--- config.mk ---
export PLATFORM = sky130hd
export DESIGN_NAME = ksk_mgr_slot_reader
export DESIGN_NICKNAME = d
export VERILOG_FILES = /design/src/rtl/ksk_mgr_slot_reader.sv
export SDC_FILE = /design/constraint.sdc
export NUM_CORES = 1
export LEC_CHECK = 0
export CAP_MARGIN = 5
export CORE_UTILIZATION = 45
export DETAILED_ROUTE_END_ITERATION = 8
export GPL_ROUTABILITY_DRIVEN = 0
export MAX_ROUTING_LAYER = met4
export SYNTH_ARGS = -nofsm -noshare
export SYNTH_HDL_FRONTEND = slang
export SYNTH_SLANG_ARGS = --single-unit
export TNS_END_PERCENT = 100
--- constraint.sdc ---
create_clock -name clk -period 4.6 [get_ports clk]
set_input_delay 0.92 -clock clk [delete_from_list [all_inputs] [get_ports clk]]
set_output_delay 0.92 -clock clk [all_outputs]
set_load 0.01 [all_outputs]
--- src/rtl/ksk_mgr_slot_reader.sv ---
// Read-side KSK slot controller: finds the slot holding a requested batch, issues RD_NB reads, then releases it.
// Latency: request handshake N -> command valid N+2 on a hit; release pulse one cycle after the final read.
// Backpressure: command held stable until rd_cmd_rdy; one request in flight. Optional checks: KSK_MGR_SLOT_RD_CHECK_EN.
module ksk_mgr_slot_reader #(
   parameter int KSK_SLOT_NB = 8,
   parameter int SLOT_W      = $clog2(KSK_SLOT_NB),
   parameter int BATCH_ID_W  = 8,
   parameter int RD_NB       = 4
) (
   input  logic                   clk,
   input  logic                   s_rst_n,
   input  logic                   wr_fill_vld,
   input  logic [SLOT_W-1:0]      wr_fill_slot,
   input  logic [BATCH_ID_W-1:0]  wr_fill_batch_id,
   input  logic                   rd_req_vld,
   output logic                   rd_req_rdy,
   input  logic [BATCH_ID_W-1:0]  rd_req_batch_id,
   output logic                   rd_cmd_vld,
   input  logic                   rd_cmd_rdy,
   output logic [SLOT_W-1:0]      rd_cmd_slot,
   output logic                   rd_cmd_last,
   output logic                   rel_vld,
   output logic [SLOT_W-1:0]      rel_slot,
   output logic [KSK_SLOT_NB-1:0] slot_filled,
   output logic                   error
);
   localparam int CNT_W = $clog2(RD_NB + 1);

   typedef enum logic [1:0] {IDLE, SEARCH, ISSUE} state_e;

   state_e                  state_q, state_d;
   logic [KSK_SLOT_NB-1:0]  filled_q, filled_d;
   logic [BATCH_ID_W-1:0]   id_q  [KSK_SLOT_NB];
   logic [CNT_W-1:0]        cnt_q [KSK_SLOT_NB];
   logic [BATCH_ID_W-1:0]   req_id_q, req_id_d;
   logic [SLOT_W-1:0]       slot_q, slot_d;
   logic                    last_q, last_d;
   logic                    rdy_q, cmd_vld_q;
   logic                    rel_vld_q, rel_vld_d;
   logic [SLOT_W-1:0]       rel_slot_q, rel_slot_d;
   logic                    hit;
   logic [SLOT_W-1:0]       hit_slot;
   logic                    req_hs, cmd_hs, fill_ok;

   assign req_hs  = rd_req_vld && rdy_q;
   assign cmd_hs  = cmd_vld_q && rd_cmd_rdy;
   // A fill into a slot that is still occupied (even one being released this cycle) is dropped.
   assign fill_ok = wr_fill_vld && !filled_q[wr_fill_slot];

   always_comb begin
      hit      = 1'b0;
      hit_slot = '0;
      for (int i = KSK_SLOT_NB - 1; i >= 0; i--) begin
         if (filled_q[i] && (id_q[i] == req_id_q)) begin
            hit      = 1'b1;
            hit_slot = SLOT_W'(i);
         end
      end
   end

   always_comb begin
      state_d    = state_q;
      req_id_d   = req_id_q;
      slot_d     = slot_q;
      last_d     = last_q;
      rel_vld_d  = 1'b0;
      rel_slot_d = rel_slot_q;
      filled_d   = filled_q;
      if (fill_ok) filled_d[wr_fill_slot] = 1'b1;
      case (state_q)
         IDLE: begin
            if (req_hs) begin
               req_id_d = rd_req_batch_id;
               state_d  = SEARCH;
            end
         end
         SEARCH: begin
            if (hit) begin
               slot_d  = hit_slot;
               last_d  = (cnt_q[hit_slot] == CNT_W'(RD_NB - 1));
               state_d = ISSUE;
            end
         end
         ISSUE: begin
            if (cmd_hs) begin
               state_d = IDLE;
               last_d  = 1'b0;
               if (last_q) begin
                  filled_d[slot_q] = 1'b0;
                  rel_vld_d        = 1'b1;
                  rel_slot_d       = slot_q;
               end
            end
         end
         default: state_d = IDLE;
      endcase
   end

   always_ff @(posedge clk) begin
      if (!s_rst_n) begin
         state_q    <= IDLE;
         filled_q   <= '0;
         req_id_q   <= '0;
         slot_q     <= '0;
         last_q     <= 1'b0;
         rdy_q      <= 1'b0;
         cmd_vld_q  <= 1'b0;
         rel_vld_q  <= 1'b0;
         rel_slot_q <= '0;
         for (int i = 0; i < KSK_SLOT_NB; i++) begin
            id_q[i]  <= '0;
            cnt_q[i] <= '0;
         end
      end else begin
         state_q    <= state_d;
         filled_q   <= filled_d;
         req_id_q   <= req_id_d;
         slot_q     <= slot_d;
         last_q     <= last_d;
         rdy_q      <= (state_d == IDLE);
         cmd_vld_q  <= (state_d == ISSUE);
         rel_vld_q  <= rel_vld_d;
         rel_slot_q <= rel_slot_d;
         if (fill_ok) begin
            id_q[wr_fill_slot]  <= wr_fill_batch_id;
            cnt_q[wr_fill_slot] <= '0;
         end
         if (cmd_hs) cnt_q[slot_q] <= cnt_q[slot_q] + CNT_W'(1);
      end
   end

   assign rd_req_rdy  = rdy_q;
   assign rd_cmd_vld  = cmd_vld_q;
   assign rd_cmd_slot = slot_q;
   assign rd_cmd_last = last_q;
   assign rel_vld     = rel_vld_q;
   assign rel_slot    = rel_slot_q;
   assign slot_filled = filled_q;

`ifdef KSK_MGR_SLOT_RD_CHECK_EN
   logic err_q;
   logic multi_hit;
   logic seen;

   always_comb begin
      multi_hit = 1'b0;
      seen      = 1'b0;
      for (int i = 0; i < KSK_SLOT_NB; i++) begin
         if (filled_q[i] && (id_q[i] == req_id_q)) begin
            if (seen) multi_hit = 1'b1;
            seen = 1'b1;
         end
      end
   end

   always_ff @(posedge clk) begin
      if (!s_rst_n) begin
         err_q <= 1'b0;
      end else if ((wr_fill_vld && filled_q[wr_fill_slot]) || ((state_q == SEARCH) && multi_hit)) begin
         err_q <= 1'b1;
      end
   end

   assign error = err_q;
`else
   assign error = 1'b0;
`endif

endmodule

==> run_results.csv <==
group,metric,value,unit
min_path,min_path_cells,2,
drt,num_vias,4034,
setup_path,r2r_end,"rd_cmd_slot[1]",
power_and_ir_drop,power_frac_seq,42.4,%
setup_path,r2r-start,"req_id_q[7]",
min_path,hp-class,"reg2reg",
drt,wl,14100,um
finish,synthToLayoutAreaGrowth,20.2,%
setup_path,crit_type,"in2reg",
finish,fillers,1140,
yosys,synthAdderAreaFrac,0.213,%
setup_path,critPathRequiredTime,4890,ps
setup_path,cp-start-kind,"input pin",
min_path,hold_end,"rel_slot[1]",
clock_tree,cts_tree,"built",
drt,route.detailed.drc,0,
timing,post-route-period-util,69.7,%
floorplan,core_area,12700,um^2
yosys,synth_top_family_by_area,"simple AND/OR/NAND/NOR gates",
timing,max-slew-margin-rel,43.9,%
floorplan,die_area,13500,um^2
yosys,ys_seq_area_share,55.6,%
global_route,grt_start_max_net_pins,26,
yosys,synthesis.nets,544,
setup_path,path_cells,"clkdlybuf4s50_1, mux4_2, nor3b_2, nand2_1, nor3_1, and2_1",
setup_path,arrival,3500,ps
setup_path,r2r_cells,8,
timing,slew_viol_final,0,
clock_tree,cts_root_buf,"clkbuf_16",
placement,post-place-ws,981,ps
yosys,synth_top_area_share,45.0,%
floorplan,num_rows,41,
setup_path,slowest_delay,780,ps
global_route,antenna_found_initial,0,
yosys,synth_area,5870,um^2
setup_path,cp_top_family,"simple AND/OR/NAND/NOR gates",
power_and_ir_drop,swShare,20.5,%
yosys,synth-xor-area-share,9.95,%
power_and_ir_drop,power_frac_comb,6.7,%
timing,setup_slack,1390,ps
clock_tree,clkSinkCount,119,
yosys,synthTopCellsByArea,"edfxtp_1, dfxtp_1, xnor2_1",
floorplan,dieWidth,116,um
power_and_ir_drop,irDropWorstVdd,389,uV
yosys,synth_compound_area_share,4.41,%
run,maxCapViolCount,0,
timing,finClkSkew,11.0,ps
clock_tree,worstSkewPairLatency,420,ps
clock_tree,cts_buffers,17,
yosys,synth_flop_cell,"edfxtp_1",
yosys,muxShareOfSynthArea,3.96,%
run_status,status,"complete, no violations",
global_route,grt_pass1_vias,3964,
yosys,yosysTopAreaCell,"edfxtp_1",
setup_path,crit_fanout,13,
power_and_ir_drop,p_int,2.33,mW
finish,drive_gt1_share,9.20,%
drt,firstDrtPassIters,5,
global_route,grt_pass1_wl,22100,um
drt,wire_per_inst,18.9,um
clock_tree,cts_setup_buffers,0,
yosys,synth_commonest_cells,"edfxtp_1, and2_1, xnor2_1",
timing,tightest_slew,839,ps
yosys,ys_ff_latch,119,
timing,hold_violations,0,
finish,antennaDiodeCount,0,
timing,setup_viol,0,
finish,stdcell_area,7060,um^2
clock_tree,clkTransAtPathRegs,50,ps
min_path,hp-start,"rel_slot[1]",
clock_tree,cts_resized,0,
finish,instances_no_fill,748,
timing,fmax,0.312,GHz
floorplan,die_h,116,um
global_route,grtUsageTotal,24.0,%
setup_path,rrSetupSlack,1780,ps
yosys,synth-simple-area-share,23.0,%
power_and_ir_drop,leakagePower,2.47,nW
finish,final_nets,588,
clock_tree,cts_htree_levels,4,
global_route,overflow,0,
placement,portBuffers,41,
timing,setup_tns,0,ps
drt,drtIter0Drc,323,
drt,vias_per_cell,5.39,
drt,drtAntennaViolNets,0,
yosys,synth_cells,519,
yosys,yosys_warnings,0,
power_and_ir_drop,powerDensity,415,nW/um^2
yosys,synth_edf_count,88,
yosys,synth-async-reset-ratio,0,%
placement,hpwl,10300,um
clock_tree,ctsHoldBuffers,0,
placement,dp.cells,716,
yosys,ys_types,51,
timing,rsz0062_at_grt,"no",
power_and_ir_drop,clkPwrFrac,50.9,%
yosys,syn_area_per_cell,11.3,um^2
yosys,yosysMostFrequentCell,"edfxtp_1",
setup_path,critPathBufInv,1,
power_and_ir_drop,netSwitchingPower,0.599,mW
setup_path,worstSetupEndpointType,"register",
placement,postPlaceCellArea,6390,um^2
floorplan,ioPinCount,43,
clock_tree,clk_path_buf_depth,2,
timing,min_period,3210,ps
setup_path,slowest_stage,"clkdlybuf4s50_1",
floorplan,initial_utilization,46.3,%
## stage by stage
stage | total power, mW | utilization [%] | hold WS (ps)
after global routing | 3.02 | 55.7 | 465
final | 2.93 | 55.7 | 453
after global placement | 1.46 | 50.4 | 443
after detailed placement | 1.46 | 50.4 | 446
after CTS | 2.94 | 55.7 | 453
after floorplan | 1.38 | - | 481
## tightest hold or removal path, delay by kind of cell, from the launching register on
family          cells  cell delay [ps]
simple gates        1               50
compound gates      1               50
flops               1              300
## logic make-up after synthesis
kind of cell	Yosys count
multiplexers	13
XOR/XNOR	65
adder cells (fa/ha/maj)	1
AO/OA/AOI/OAI	38
other	1
AND/OR/NAND/NOR	254
buffers and inverters	28
flip-flops	119
## cells in the final DEF, fill, tap and decap left out, types with 2 or more instances in the layout
cell,n
nand3b_1,3
or3_1,4
and2_1,56
bufinv_16,6
a211oi_1,2
clkbuf_8,2
nor3b_2,2
buf_4,4
nor4b_1,3
inv_1,7
nand4_1,12
o31ai_1,2
a211o_1,2
nand3_1,25
a21oi_1,19
edfxtp_1,88
and3_1,9
nor3_1,13
dfxtp_1,31
mux4_2,8
and4b_1,2
nor4_1,2
xnor2_2,2
a221oi_1,3
nor2_1,51
mux2_2,2
xnor2_1,54
clkdlybuf4s50_1,41
nand2b_1,9
clkbuf_16,17
nand2_1,52
clkbuf_1,4
clkinv_1,2
nor4_2,2
xor2_1,9
a311o_1,2
mux2i_1,3
nor2b_1,3
## state kept, by name, indices dropped and copies added (netlist names), named ones only
signal,flops
cnt_q,24
id_q,64
rd_cmd_last,1
rd_cmd_slot,3
rd_cmd_vld,1
rd_req_rdy,1
rel_slot,3
rel_vld,1
req_id_q,8
slot_filled,8
state_q,2
## routing by layer
metal	GRT usage, %	part of all wire (%)	vias up	routed length (um)
li1	-	-	1928	-
met1	30.3	45	1965	6340
met2	36.9	48	116	6800
met3	6.80	5.3	25	748
met4	8.55	1.7	0	237
met5	-	0	-	0
## layout make-up
class / instances / area (um^2) / area share [%]
well taps: 172 / 215 / 3.05
clock buffers: 23 / 468 / 6.63
flip-flops and latches: 119 / 3260 / 46.2
clock inverters: 9 / 196 / 2.78
inverters: 8 / 30.0 / 0.426
repair buffers: 45 / 440 / 6.24
multi-input cells: 372 / 2440 / 34.6
## worst max-delay path by stage
stage	slack (ps)	endpoint	cells after the start	startpoint
2_1_floorplan	2030	cnt_q[5][0]	4	wr_fill_vld
4_1_cts	1420	id_q[0][0]	6	wr_fill_slot[1]
3_5_place_dp	980	id_q[0][0]	6	wr_fill_slot[1]
6_report	1390	id_q[0][0]	6	wr_fill_slot[1]
5_1_grt	1160	id_q[0][0]	6	wr_fill_slot[1]
3_3_place_gp	1090	id_q[0][5]	6	wr_fill_slot[1]
## power by group through the flow
stage / Combinational (mW) / Clock [mW] / Sequential, mW
5_1_grt: 0.217 / 1.55 / 1.25
2_1_floorplan: 0.145 / 0 / 1.24
3_5_place_dp: 0.197 / 0 / 1.26
4_1_cts: 0.198 / 1.50 / 1.24
6_report: 0.197 / 1.49 / 1.24
3_3_place_gp: 0.194 / 0 / 1.26
No activity file was read; power rests on OpenSTA's default activity.
